===== src/rtl/bf16_pkg.sv =====
// bf16_pkg: shared field widths, special encodings and flag bit positions for the FP32->BF16 path.
// Rev 1.0
`default_nettype none
package bf16_pkg;
  localparam int FP32_EXP_W    = 8;
  localparam int FP32_FRAC_W   = 23;
  localparam int BF16_EXP_W    = 8;
  localparam int BF16_FRAC_W   = 7;
  localparam int FLG_W         = 3;

  localparam logic [7:0] EXP_ALL_ONES  = 8'hFF;
  localparam int         BF16_QNAN_BIT = 6;

  localparam int FLG_NAN = 2;
  localparam int FLG_OVF = 1;
  localparam int FLG_INX = 0;
endpackage
`default_nettype wire


===== src/rtl/fp32_to_bf16_round.sv =====
// fp32_to_bf16_round: combinational classify + round-to-nearest-even + exception flags.
// Rev 1.0
`default_nettype none
module fp32_to_bf16_round
  import bf16_pkg::*;
#(
  parameter bit FTZ = 1'b1
) (
  input  logic [31:0]      a,
  output logic [15:0]      res,
  output logic [FLG_W-1:0] flags
);

  logic                   w_sign;
  logic [FP32_EXP_W-1:0]  w_exp;
  logic [FP32_FRAC_W-1:0] w_frac;
  logic                   w_guard;
  logic                   w_sticky;
  logic                   w_rup;
  logic [14:0]            w_mag;
  logic [BF16_FRAC_W-1:0] w_nan_frac;

  assign w_sign   = a[31];
  assign w_exp    = a[30:23];
  assign w_frac   = a[22:0];
  assign w_guard  = a[15];
  assign w_sticky = |a[14:0];
  assign w_rup    = w_guard & (w_sticky | a[16]);
  // The largest finite input rounds to at most 0x7F80, so 15 bits never wrap.
  assign w_mag    = a[30:16] + {14'd0, w_rup};

  always_comb begin
    w_nan_frac                = {1'b0, a[21:16]};
    w_nan_frac[BF16_QNAN_BIT] = 1'b1;
  end

  always_comb begin
    res            = {w_sign, w_mag};
    flags          = '0;
    flags[FLG_INX] = w_guard | w_sticky;
    if (w_exp == EXP_ALL_ONES && w_frac != '0) begin
      res            = {w_sign, EXP_ALL_ONES, w_nan_frac};
      flags          = '0;
      flags[FLG_NAN] = 1'b1;
    end else if (w_exp == EXP_ALL_ONES) begin
      res   = {w_sign, EXP_ALL_ONES, {BF16_FRAC_W{1'b0}}};
      flags = '0;
    end else if (w_exp == '0 && w_frac == '0) begin
      res   = {w_sign, 15'h0000};
      flags = '0;
    end else if (w_exp == '0 && FTZ) begin
      res            = {w_sign, 15'h0000};
      flags          = '0;
      flags[FLG_INX] = 1'b1;
    end else if (w_mag[14:7] == EXP_ALL_ONES) begin
      res            = {w_sign, EXP_ALL_ONES, {BF16_FRAC_W{1'b0}}};
      flags[FLG_OVF] = 1'b1;
    end
  end

endmodule
`default_nettype wire


===== src/rtl/fp32_to_bf16_conv.sv =====
// fp32_to_bf16_conv: two-stage valid/ready FP32 -> BF16 narrowing converter.
// Rev 1.0
`default_nettype none
module fp32_to_bf16_conv
  import bf16_pkg::*;
#(
  parameter bit FTZ = 1'b1
) (
  input  logic             clk,
  input  logic             rst,
  input  logic             in_valid,
  output logic             in_ready,
  input  logic [31:0]      in_data,
  output logic             out_valid,
  input  logic             out_ready,
  output logic [15:0]      out_data,
  output logic [FLG_W-1:0] out_flags
);

  logic             r_v1;
  logic [31:0]      r_d1;
  logic             r_v2;
  logic             w_adv1;
  logic             w_adv2;
  logic [15:0]      w_rnd_data;
  logic [FLG_W-1:0] w_rnd_flags;

  assign w_adv2    = ~r_v2 | out_ready;
  assign w_adv1    = ~r_v1 | w_adv2;
  assign in_ready  = ~rst & w_adv1;
  assign out_valid = r_v2;

  fp32_to_bf16_round #(
    .FTZ   (FTZ)
  ) u_round (
    .a     (r_d1),
    .res   (w_rnd_data),
    .flags (w_rnd_flags)
  );

  always_ff @(posedge clk) begin
    if (rst) begin
      r_v1      <= 1'b0;
      r_d1      <= '0;
      r_v2      <= 1'b0;
      out_data  <= '0;
      out_flags <= '0;
    end else begin
      if (w_adv1) begin
        r_v1 <= in_valid;
        if (in_valid) r_d1 <= in_data;
      end
      // Output register only changes when it advances, so stalled data holds.
      if (w_adv2) begin
        r_v2 <= r_v1;
        if (r_v1) begin
          out_data  <= w_rnd_data;
          out_flags <= w_rnd_flags;
        end
      end
    end
  end

endmodule
`default_nettype wire


===== config.mk =====
export PLATFORM = sky130hd
export DESIGN_NAME = fp32_to_bf16_conv
export DESIGN_NICKNAME = d
export VERILOG_FILES = /design/src/rtl/bf16_pkg.sv /design/src/rtl/fp32_to_bf16_round.sv /design/src/rtl/fp32_to_bf16_conv.sv
export SDC_FILE = /design/constraint.sdc
export NUM_CORES = 1
export LEC_CHECK = 0
export CORE_MARGIN = 10
export CORE_UTILIZATION = 30
export DETAILED_ROUTE_END_ITERATION = 10
export GPL_ROUTABILITY_DRIVEN = 0
export HOLD_SLACK_MARGIN = 0.02
export PLACE_DENSITY = 0.53
export SYNTH_ARGS = -nofsm -noshare
export SYNTH_HDL_FRONTEND = slang
export SYNTH_SLANG_ARGS = --single-unit

===== constraint.sdc =====
create_clock -name clk -period 4.49 [get_ports clk]
set_clock_uncertainty 0.1 [all_clocks]
set_input_delay 0.449 -clock clk [delete_from_list [all_inputs] [get_ports clk]]
set_output_delay 0.449 -clock clk [all_outputs]
set_load 0.1 [all_outputs]

* After elaboration in Yosys (flattened, before gate mapping)
Index checks and enable logic that the tools add are counted.
Word-level totals: register bits 53, output and inout port bits 21, word-level logic and storage cells 36, input bits 36
Cells by class: add/subtract/negate cells 1, mux-type cells 11, reduce and logical (&&, ||, !) cells 8, bitwise gates (word level) 9, equal/unequal tests 2
Operator list (count):
- 2-to-1 mux 15 bit | 5
- logical NOT 23 bit | 1
- nonzero test 23 bit | 1
- == test 8 bit, second input constant | 2
- adder 15 x 1 -> 15 bit | 1
- OR reduction 15 bit | 1
- logical NOT 8 bit | 1
- 2-to-1 mux 3 bit | 2
- bitwise OR 1 bit | 4
- AND reduction 2 bit | 2
- 2-to-1 mux 1 bit | 3
- NOT 1 bit | 3
- AND 1 bit | 2
- logical AND 1 bit | 2
- 2-to-1 mux 2 bit | 1

* Longest topological paths before layout
depth after elaboration 10, depth in mapped cells 8

* Modules after synthesis
A second synthesis with hierarchy kept.
Unflattened totals: cell total of the unflattened synthesis 332, area total of the unflattened synthesis 2876.5 µm²
By module, submodules not included:
- fp32_to_bf16_conv | cells an instance 234, instances 1, area each 2234.6 µm²
- fp32_to_bf16_round | cells an instance 98, instances 1, area each 641.9 µm²

* Worst setup path before layout
No wires, ideal clock.
path type flip-flop to output port, from register r_v2 (netlist: out_valid), to output in_ready, data arrival time 2.455 ns, slack 1.486 ns, path buffers 0, data required time 3.941 ns, stages on the path, launching flop included 3, path through dfxtp_1 nor2b_1 a21oi_1
On the way: cells in the longest elaborated chain, start to end 4
Ends and longest elaborated chain:
- start, declared | RTL line fp32_to_bf16_conv.sv:22 | logic r_v2;
- start signal, assigned | RTL line fp32_to_bf16_conv.sv:55 | r_v2 <= r_v1;
- NOT 1 bit | RTL line fp32_to_bf16_conv.sv:28 | assign w_adv2 = ~r_v2 | out_ready;
- bitwise OR 1 bit | RTL line fp32_to_bf16_conv.sv:28
- bitwise OR 1 bit | RTL line fp32_to_bf16_conv.sv:29 | assign w_adv1 = ~r_v1 | w_adv2;
- AND 1 bit | RTL line fp32_to_bf16_conv.sv:30 | assign in_ready = ~rst & w_adv1;
- end, declared | RTL line fp32_to_bf16_conv.sv:12 | output logic in_ready,
No other way between the ends.

* Final worst setup path
from input out_ready, to register out_data[0]
On the way: cells in the longest elaborated chain, start to end 2
Ends and longest elaborated chain:
- start, declared | RTL line fp32_to_bf16_conv.sv:15 | input logic out_ready,
- bitwise OR 1 bit | RTL line fp32_to_bf16_conv.sv:28
- AND reduction 2 bit (no line)
- end signal, assigned | RTL line fp32_to_bf16_conv.sv:57 | out_data <= w_rnd_data;
- end, declared | RTL line fp32_to_bf16_conv.sv:16 | output logic [15:0] out_data,
No other way between the ends. A chain may end at the register's enable or synchronous reset.

==> results by group <==
Job
  • MaxCap Viol Count: 0

Floorplan
  • DIE AREA: 12400 µm²
  • Core area: 8180 µm²
  • Die H: 111 µm
  • IO Pins: 57
  • Row cnt: 33
  • Initial Utilization: 30.5%
  • Die width: 111 µm

STA
  • Tmin final: 2.63 ns
  • Hold Fails Final Rpt: 0
  • Final setup viols: 0
  • Post-route setup TNS: 0 ns
  • Slew HR: 26.8%
  • Actual slew at the worst max-slew pin: 1.10 ns
  • Final worst slack: 1.86 ns
  • Fin crit share: 58.5%
  • Fmax: 381 MHz
  • Pins Over Slew Limit: 0
  • RSZ-0062 raised after global routing: no

Final layout
  • Layout cell share with drive strength beyond 1: 4.38%
  • Antenna Cells: 0
  • Synth-to-Final Area Change: 29.4%
  • Layout Nets: 402
  • Design Area, Final: 3230 µm²
  • Fillers: 904

Synthesis
  • Post-Syn Instances: 321
  • Top cells by area, synth: dfxtp_1 43%, nand2_1 13%, a21oi_1 9.4%
  • Number of synthesized register bits: 53
  • Area fraction in compound gates after synthesis: 17.7%
  • Simple-gate portion of the synthesized area: 29.8%
  • Synth top area share: 42.5%
  • Syn nets: 359
  • Cell taking the most area after synthesis: dfxtp_1
  • Synth Flop Type: dfxtp_1
  • Syn avg cell area: 7.78 µm²
  • Cell Area, Synth: 2500 µm²
  • FFs w/ async S/R, synth: 0%
  • Mux cell area share after synthesis: 0.401%
  • Post-Synth Adder-Cell Area: 1.00%
  • Yosys warns: 0
  • Largest family of logic cells by synthesized area: simple AND/OR/NAND/NOR gates
  • Synth Area in XOR/XNOR: 4.21%
  • EDFF count, synth: 0
  • Synth unique cells: 37
  • Seq/Total Area, Yosys: 42.5%

Drt
  • Post-detailed-route count of antenna-violating nets: 0
  • DR vias/cell: 4.83
  • Per-cell routed wire length: 14.0 µm
  • Drt pass-1 iters: 4
  • Detailed Route WL: 6.60 mm
  • Starting DRC count in detailed routing: 104
  • Drt drc: 0
  • Total number of vias: 2272

Placed design
  • Placed Area: 3100 µm²
  • DP Worst Slack: 1.48 ns
  • HPWL after detailed placement: 5.02 mm
  • Buffers on Ports: 56

Critical path
  • Slowest-stage cell, CP: nor3_1
  • WS Path Type: in2reg
  • Max incr delay on CP: 0.75 ns
  • Worst Path Required: 4.62 ns
  • Worst reg2reg endpoint: out_data[6]$_SDFFE_PP0P_
  • Startpoint class of the critical path: primary input
  • R2R Setup Slk: 1.96 ns
  • R2R Path Start: r_d1[16]$_SDFFE_PP0P_
  • CP arrival: 2.75 ns
  • CP endpoint kind: register
  • Reg2Reg Depth: 7
  • Crit path buf inv count: 1
  • Crit-path leading delay family: simple AND/OR/NAND/NOR gates
  • CP cell instances: clkdlybuf4s50_1 > nor2b_1 > nand2b_1 > nor3_1 > nand2_1 > o221ai_1
  • Critical path fanouts, max: 13

Power
  • Sw Ratio: 28.3%
  • Static Leak: 1.14 nW
  • P per Cell Area: 341 nW/µm²
  • Reg power frac: 47.4%
  • Peak VDD IR: 0.000119 V
  • Clock power frac: 34.3%
  • Internal power: 0.000788 W
  • P_sw: 0.000312 W
  • Combinational share of power: 18.3%

GRT
  • Global-route wire length before repair: 10.9 mm
  • Vias in the first global route: 2263
  • Initial antenna violation count: 0
  • Total grt overflow: 0
  • Gr usage total: 10.3%
  • Pin count of the biggest net entering global routing: 46

Clock network
  • CTS buffer count: 5
  • CTS tree: done
  • Clock latency on the worst-skew pair: 0.31 ns
  • H-tree Lvls: 2
  • Deepest clock path buffer count: 2
  • CTS root buffer: clkbuf_8
  • CTS Hold Bufs: 0
  • Clk sinks: 53
  • Gates resized, CTS repair: 0
  • Postcts setup bufs: 0
  • Clk pin slew, worst setup/hold paths: 0.10 ns

Min path
  • Min-delay src: r_d1[4]$_SDFFE_PP0P_
  • Hold Crit Depth: 2
  • Worst min path class: reg2reg
  • Worst Hold End: r_d1[4]$_SDFFE_PP0P_

Status
  • Status: complete, no violations
-- routing by layer --
metal | vias to the layer above | wire length [µm] | GRT usage, %
met3 | 8 | 285 | 3.08
met2 | 39 | 2970 | 16.3
li1 | 1189 | - | -
met4 | 0 | 62 | 2.31
met1 | 1036 | 3280 | 13.3
met5 | - | 0 | 0
-- metrics by stage --
step / cells / util (%) / power (W) / hold slack [ns]
3_5_place_dp: 462 / 37.9 / 0.000737 / 0.351
3_3_place_gp: 462 / 37.9 / 0.000736 / 0.343
6_report: 470 / 39.5 / 0.00110 / 0.363
4_1_cts: 470 / 39.5 / 0.00111 / 0.365
5_1_grt: 470 / 39.5 / 0.00115 / 0.385
2_1_floorplan: 321 / - / 0.000668 / 0.332
-- placed cells by master (no fill, tap or decap), drive strengths merged, types with 8 or more instances in the layout --
cell / count
a21oi: 47
nand2b: 8
nand3: 9
o21ai: 9
clkdlybuf4s50: 55
nand2: 89
nor3: 8
nor4: 9
nor2: 10
dfxtp: 53
-- state kept, by name, indices dropped and copies added (netlist names) --
register   count
out_valid      1
r_d1          32
out_data      16
r_v1           1
out_flags      3
-- worst reg2reg max path: stages (launching register included) --
cell	delay, ns
dfxtp_1	0.48
and2_1	0.20
ha_1	0.19
nand3_1	0.19
nor4_1	0.39
xnor2_1	0.17
nor4_4	0.48
o221ai_1	0.20
-- power by group through the flow --
| stage | clock, W | sequential (W) | combinational (W) |
|---|---|---|---|
| after floorplan | 0 | 0.000586 | 0.0000811 |
| after global placement | 0 | 0.000532 | 0.000204 |
| after detailed placement | 0 | 0.000533 | 0.000204 |
| after CTS | 0.000387 | 0.000522 | 0.000205 |
| after global routing | 0.000405 | 0.000526 | 0.000218 |
| final | 0.000377 | 0.000522 | 0.000202 |
-- cell usage after synthesis, drive strengths merged (7+ instances only) --
master  instances
nand3           9
a21o            7
clkbuf         11
buf            10
xnor2           7
nor4            9
dfxtp          53
nand2          89
nor3            8
o21ai           9
a21oi          47
o221ai          7
nand2b          8
nor2           10
-- layout make-up --
cell class	count	area, µm²	area share, %
multi-input combinational	244	1330	41.1
sequential	53	1060	32.9
timing repair buffer	57	566	17.5
tap	105	131	4.07
clock buffer	5	68.8	2.13
clock inverter	3	65.1	2.01
inverter	3	11.3	0.349
-- worst max-delay path by stage --
stage	from	endpoint	slack, ns	cells after the start
global placement	out_ready	out_data[4]$_SDFFE_PP0P_	1.62	6
global route	r_d1[16]$_SDFFE_PP0P_	out_data[6]$_SDFFE_PP0P_	1.60	7
floorplan	out_valid$_SDFFE_PP0P_	in_ready	1.49	2
finish	out_ready	out_data[0]$_SDFFE_PP0P_	1.86	6
CTS	out_ready	out_data[0]$_SDFFE_PP0P_	1.81	6
detailed placement	out_ready	out_data[0]$_SDFFE_PP0P_	1.48	6
-- cell families after synthesis --
kind of cell,Yosys count
buf+inv,24
mux,1
flops,53
compound gates,76
fa+ha+maj,2
xor+xnor,12
simple gates,153
Note: power is estimated with default switching activity, not from simulation.
